[config.mk]
export PLATFORM = sky130hd
export DESIGN_NAME = nn_sld_feeder
export DESIGN_NICKNAME = d
export VERILOG_FILES = /design/src/rtl/nn_sld_feeder.sv
export SDC_FILE = /design/constraint.sdc
export NUM_CORES = 1
export LEC_CHECK = 0
export CAP_MARGIN = 20
export CORE_UTILIZATION = 50
export CTS_BUF_LIST = sky130_fd_sc_hd__clkbuf_8 sky130_fd_sc_hd__clkbuf_16
export CTS_CLUSTER_SIZE = 20
export DETAILED_ROUTE_END_ITERATION = 10
export PLACE_DENSITY = 0.92
export SYNTH_ARGS = -nofsm -noshare
export SYNTH_HDL_FRONTEND = slang
export SYNTH_SLANG_ARGS = --single-unit
[constraint.sdc]
create_clock -name i_clk -period 7.03 [get_ports i_clk]
set_input_delay 0.703 -clock i_clk [delete_from_list [all_inputs] [get_ports i_clk]]
set_output_delay 0.703 -clock i_clk [all_outputs]
set_load 0.005 [all_outputs]
[src/rtl/nn_sld_feeder.sv]
// rtl/nn_sld_feeder.sv - column feeder for the 6x6 sliding-window register file
// Streams stride-aligned column batches from the image buffer and hands complete windows to the PE array.
module nn_sld_feeder #(
    parameter int DATA_WIDTH       = 8,
    parameter int ROW_NUM          = 6,
    parameter int ADDR_WIDTH       = 10,
    parameter int CNT_WIDTH        = 8,
    parameter int TOTAL_DATA_WIDTH = DATA_WIDTH * ROW_NUM
) (
    input  logic                        i_clk,
    input  logic                        i_rst,
    input  logic                        i_start,
    input  logic [ADDR_WIDTH-1:0]       i_base_addr,
    input  logic [CNT_WIDTH-1:0]        i_num_cols,
    input  logic [1:0]                  i_mode,
    input  logic                        i_3x3,
    input  logic [1:0]                  i_stride,
    output logic                        o_mem_en,
    output logic [ADDR_WIDTH-1:0]       o_mem_addr,
    input  logic [TOTAL_DATA_WIDTH-1:0] i_mem_data,
    output logic [TOTAL_DATA_WIDTH-1:0] o_data,
    output logic                        o_shift,
    output logic [1:0]                  o_mode,
    output logic                        o_3x3,
    output logic                        o_win_valid,
    input  logic                        i_win_ack,
    output logic                        o_busy,
    output logic                        o_done
);

    localparam logic [2:0] S_IDLE = 3'd0;
    localparam logic [2:0] S_FILL = 3'd1;
    localparam logic [2:0] S_WAIT = 3'd2;
    localparam logic [2:0] S_STEP = 3'd3;
    localparam logic [2:0] S_DONE = 3'd4;

    logic [2:0]                  state_q, state_d;
    logic [ADDR_WIDTH-1:0]       addr_q, addr_d;
    logic [CNT_WIDTH-1:0]        ncols_q, ncols_d;
    logic [CNT_WIDTH-1:0]        cols_q, cols_d;
    logic [1:0]                  mode_q, mode_d;
    logic                        m3_q, m3_d;
    logic [1:0]                  stride_q, stride_d;
    logic [2:0]                  batch_q, batch_d;
    logic                        win_q, win_d;
    logic                        rd_p1_q, last_p1_q;
    logic                        shift_q, last_shift_q;
    logic [TOTAL_DATA_WIDTH-1:0] data_q;

    logic                        rd_en;
    logic                        rd_last;
    logic [CNT_WIDTH-1:0]        k_in;
    logic [CNT_WIDTH:0]          stride_ext;
    logic                        next_fits;

    assign k_in       = (i_mode == 2'b00) ? CNT_WIDTH'(3) : CNT_WIDTH'(6);
    assign stride_ext = {{(CNT_WIDTH-1){1'b0}}, stride_q};
    assign next_fits  = ({1'b0, cols_q} + stride_ext) <= {1'b0, ncols_q};

    always_comb begin
        state_d  = state_q;
        addr_d   = addr_q;
        ncols_d  = ncols_q;
        cols_d   = cols_q;
        mode_d   = mode_q;
        m3_d     = m3_q;
        stride_d = stride_q;
        batch_d  = batch_q;
        win_d    = win_q;
        rd_en    = 1'b0;
        rd_last  = 1'b0;

        case (state_q)
            S_IDLE: begin
                if (i_start) begin
                    addr_d   = i_base_addr;
                    ncols_d  = i_num_cols;
                    mode_d   = i_mode;
                    m3_d     = i_3x3;
                    stride_d = (i_stride == 2'd0) ? 2'd1 : i_stride;
                    cols_d   = '0;
                    batch_d  = k_in[2:0];
                    state_d  = (i_num_cols < k_in) ? S_DONE : S_FILL;
                end
            end
            S_FILL, S_STEP: begin
                rd_en   = 1'b1;
                addr_d  = addr_q + 1'b1;
                cols_d  = (cols_q == ncols_q) ? cols_q : cols_q + 1'b1;
                batch_d = batch_q - 3'd1;
                if (batch_q == 3'd1) begin
                    rd_last = 1'b1;
                    state_d = S_WAIT;
                end
            end
            S_WAIT: begin
                // Ack only counts once the last shift of the batch has landed.
                if (win_q && i_win_ack) begin
                    win_d = 1'b0;
                    if (next_fits) begin
                        state_d = S_STEP;
                        batch_d = {1'b0, stride_q};
                    end else begin
                        state_d = S_DONE;
                    end
                end
            end
            S_DONE: begin
                state_d = S_IDLE;
            end
            default: begin
                state_d = S_IDLE;
            end
        endcase

        if (shift_q && last_shift_q) begin
            win_d = 1'b1;
        end
    end

    always_ff @(posedge i_clk or negedge i_rst) begin
        if (!i_rst) begin
            state_q      <= S_IDLE;
            addr_q       <= '0;
            ncols_q      <= '0;
            cols_q       <= '0;
            mode_q       <= '0;
            m3_q         <= 1'b0;
            stride_q     <= '0;
            batch_q      <= '0;
            win_q        <= 1'b0;
            rd_p1_q      <= 1'b0;
            last_p1_q    <= 1'b0;
            shift_q      <= 1'b0;
            last_shift_q <= 1'b0;
            data_q       <= '0;
        end else begin
            state_q      <= state_d;
            addr_q       <= addr_d;
            ncols_q      <= ncols_d;
            cols_q       <= cols_d;
            mode_q       <= mode_d;
            m3_q         <= m3_d;
            stride_q     <= stride_d;
            batch_q      <= batch_d;
            win_q        <= win_d;
            // Read at t, buffer data at t+1, registered column with shift at t+2.
            rd_p1_q      <= rd_en;
            last_p1_q    <= rd_last;
            shift_q      <= rd_p1_q;
            last_shift_q <= last_p1_q;
            if (rd_p1_q) begin
                data_q <= i_mem_data;
            end
        end
    end

    assign o_mem_en    = rd_en;
    assign o_mem_addr  = addr_q;
    assign o_data      = data_q;
    assign o_shift     = shift_q;
    assign o_mode      = mode_q;
    assign o_3x3       = m3_q;
    assign o_win_valid = win_q;
    assign o_busy      = (state_q != S_IDLE);
    assign o_done      = (state_q == S_DONE);

endmodule

==> out/results.ini <==
[yosys]
syn_area_um2=4290
seq_area_frac_synth_pct=52.5
yosysUniqueCellTypes=49
syn_inst=386
synth_flop_cell=dfrtp_1
ys_async_sr_fraction_pct=100
synth-seq-cells=90
avgSynthCellArea_um2=11.1
yosysWarnings=0
syn_nets=477
synth-edff-count=0

[route]
vias=3486
wl_per_cell_um=18.0
first_pass_iters=4
ant_nets=0
vias_per_cell=5.52
totalWireLength_mm=11.4
dr.first_iter.drc_count=168
drc=0

[sta]
grt_setup_unrepaired=false
setup_slack_ns=3.81
tightest_slew_ns=1.09
max_freq_mhz=311
hold_viol=0
relSlewSlack_pct=27.3
slew_violations=0
layout_worst_path_cycle_share_pct=45.8
fin_worst_skew_ns=0.0133
finalSetupTns_ns=0
final-setup-viol-count=0
period_needed_ns=3.22

[cts]
cts.sinks=90
cts_setup_buffers=0
cts.htree.levels=3
cts.hold.buffers_added=0
cts_tree=yes
ctsLongestPathBuffers=2
clock-root-buffer=clkbuf_8
clkLatencyLatePin_ns=0.37
post_cts_resize_count=0
clk_pin_slew_worst_paths_ns=0.10
cts_buffers=9

[die]
die_w_um=94.7
ios=141
dieArea_um2=8960
die_y_um=94.7
core_area_um2=8260
num_rows=33
start_util_pct=52.0

[power_and_ir_drop]
report.power.total_uw=972
ir_drop_uv=130
p_leak_uw=0.00269
p_per_area_nw_per_um2=163

[layout]
diodes=0
multi_input_area_um2=1860
fin_cells=632
seq_area_um2=2250
fill_cells=582
finalCoreUtilization_pct=72.3
syn2layout_area_growth_pct=39.1
fin_nets=613
drive_gt1_share_pct=14.2

[place]
dp_hpwl_mm=8.43
dp_cells=616
gp_congestion=0.834
place_ws_ns=3.86
numPortBuffers=140

[global_routing]
grt_pass1_vias=3494
grt_pass1_wl_mm=17.2
antenna_found_initial=0
grt_overflow=0
grt_usage_pct=25.5
grt_max_degree=72

[critical_path]
path_cells=ha_1 > inv_1 > fa_1 > nor2_1 > xor2_1 > ha_1 > a21oi_1 > o221ai_1 > a2111oi_2 > nor3_4 > o32a_1
crit_top_cell=ha_1
crit_fanout=8
critPathCaptureType=flip-flop
slowest_delay_ns=0.50
arrival_ns=3.47
slowest_stage=a2111oi_2
critPathRequiredTime_ns=7.28
cp-start-kind=flip-flop
path_class=flip-flop to flip-flop

[worst_hold_path]
hold_class=input pin to asynchronous set/reset pin

[outcome]
status=completed

[run]
cap_violations=0

cells in the final DEF (no fill, tap or decap), types with 2 or more instances in the layout:
cell,Yosys,final
xnor2_1,16,16
nor2b_1,4,4
a21o_1,2,2
o21ai_0,24,24
ha_1,15,15
and3_1,5,5
mux2_2,48,48
a31oi_1,7,7
nand4_1,5,5
o22ai_1,2,2
and2_1,2,2
bufinv_16,0,2
nand2_1,43,43
dfrtp_1,90,89
inv_1,23,24
xor2_1,2,2
nand3_1,10,10
clkdlybuf4s50_1,0,139
or3_1,3,3
nor2_1,18,18
a221o_1,2,2
a21oi_1,13,13
nor3_1,5,5
o311ai_0,6,6
inv_6,0,2
a22oi_1,3,3
buf_4,2,3
clkbuf_8,0,9
cell families after synthesis:
group | count (synthesis) | synth area share, %
AO/OA/AOI/OAI | 70 | 10.6
flip-flops | 90 | 52.5
multiplexers | 48 | 12.6
XOR/XNOR | 18 | 3.67
buffers and inverters | 41 | 4.23
adder cells (fa/ha/maj) | 16 | 4.84
AND/OR/NAND/NOR | 103 | 11.7
per-layer routing:
layer / routed length (um) / GRT usage [%] / vias up
li1: - / - / 1627
met1: 4480 / 30.2 / 1718
met2: 5970 / 44.7 / 112
met3: 555 / 4.27 / 29
met4: 373 / 12.8 / 0
met5: 0 / 0 / -
power breakdown:
group	internal (uW)	leakage, uW	switching (uW)
combinational	37.4	0.00144	18.3
sequential	517	0.00113	0.323
clock	204	0.000114	194
total	759	0.00269	213
per-stage QoR:
step / hold WS [ns] / instance area (um^2)
after floorplan: 0.331 / 4290
after global placement: 0.336 / 5750
after detailed placement: 0.347 / 5750
after CTS: 0.183 / 5970
after global routing: 0.196 / 5970
final: 0.189 / 5970
path summary, 6_finish.rpt:
check	to	slack, ns	depth (start not counted)	startpoint
setup / recovery	batch_q[2]	3.81	11	cols_q[0]
hold reg to reg	last_shift_q	0.36	0	last_p1_q
hold / removal	o_data[11]	0.19	1	i_rst
min in group i_clk	last_shift_q	0.36	0	last_p1_q
setup reg to reg	batch_q[2]	3.81	11	cols_q[0]
max in group asynchronous	rd_p1_q	5.63	2	i_rst
synthesized netlist by cell type, types with 2 or more instances:
library cell	n	area [um^2]
a21o_1	2	15.0
a21oi_1	13	65.1
a221o_1	2	20.0
a22oi_1	3	22.5
a31oi_1	7	43.8
and2_1	2	12.5
and3_1	5	31.3
buf_2	4	20.0
buf_4	2	15.0
buf_6	2	22.5
clkbuf_1	8	30.0
dfrtp_1	90	2250
ha_1	15	188
inv_1	23	86.3
mux2_2	48	541
nand2_1	43	161
nand3_1	10	50.1
nand4_1	5	31.3
nor2_1	18	67.6
nor2b_1	4	25.0
nor3_1	5	25.0
o21ai_0	24	120
o22ai_1	2	12.5
o311ai_0	6	52.6
or3_1	3	18.8
xnor2_1	16	140
xor2_1	2	17.5
flip-flops by register name (all words and copies together) (netlist names):
register      cells
o_win_valid       1
o_data           48
rd_p1_q           1
cols_q            8
state_q           3
o_mem_addr       10
o_shift           1
o_3x3             1
stride_q          2
batch_q           3
last_p1_q         1
o_mode            2
ncols_q           8
last_shift_q      1
final cells by class:
cell class,instances,area share (%)
clock buffer,9,2.07
multi-input combinational,255,31.1
timing repair buffer,142,23.7
clock inverter,7,1.68
inverter,24,1.51
tap,105,2.20
sequential,90,37.7
critical path: cells and delay by family (launching register included):
| family | cells | cell delay [ns] |
|---|---|---|
| AOI/OAI and AO/OA | 4 | 1.23 |
| DFF | 1 | 0.49 |
| xor gates and xnor gates | 1 | 0.16 |
| buffers and inverters | 1 | 0.05 |
| adders and majority gates | 3 | 0.92 |
| and+or+nand+nor | 2 | 0.24 |
Power figures use the tool's default switching activity.
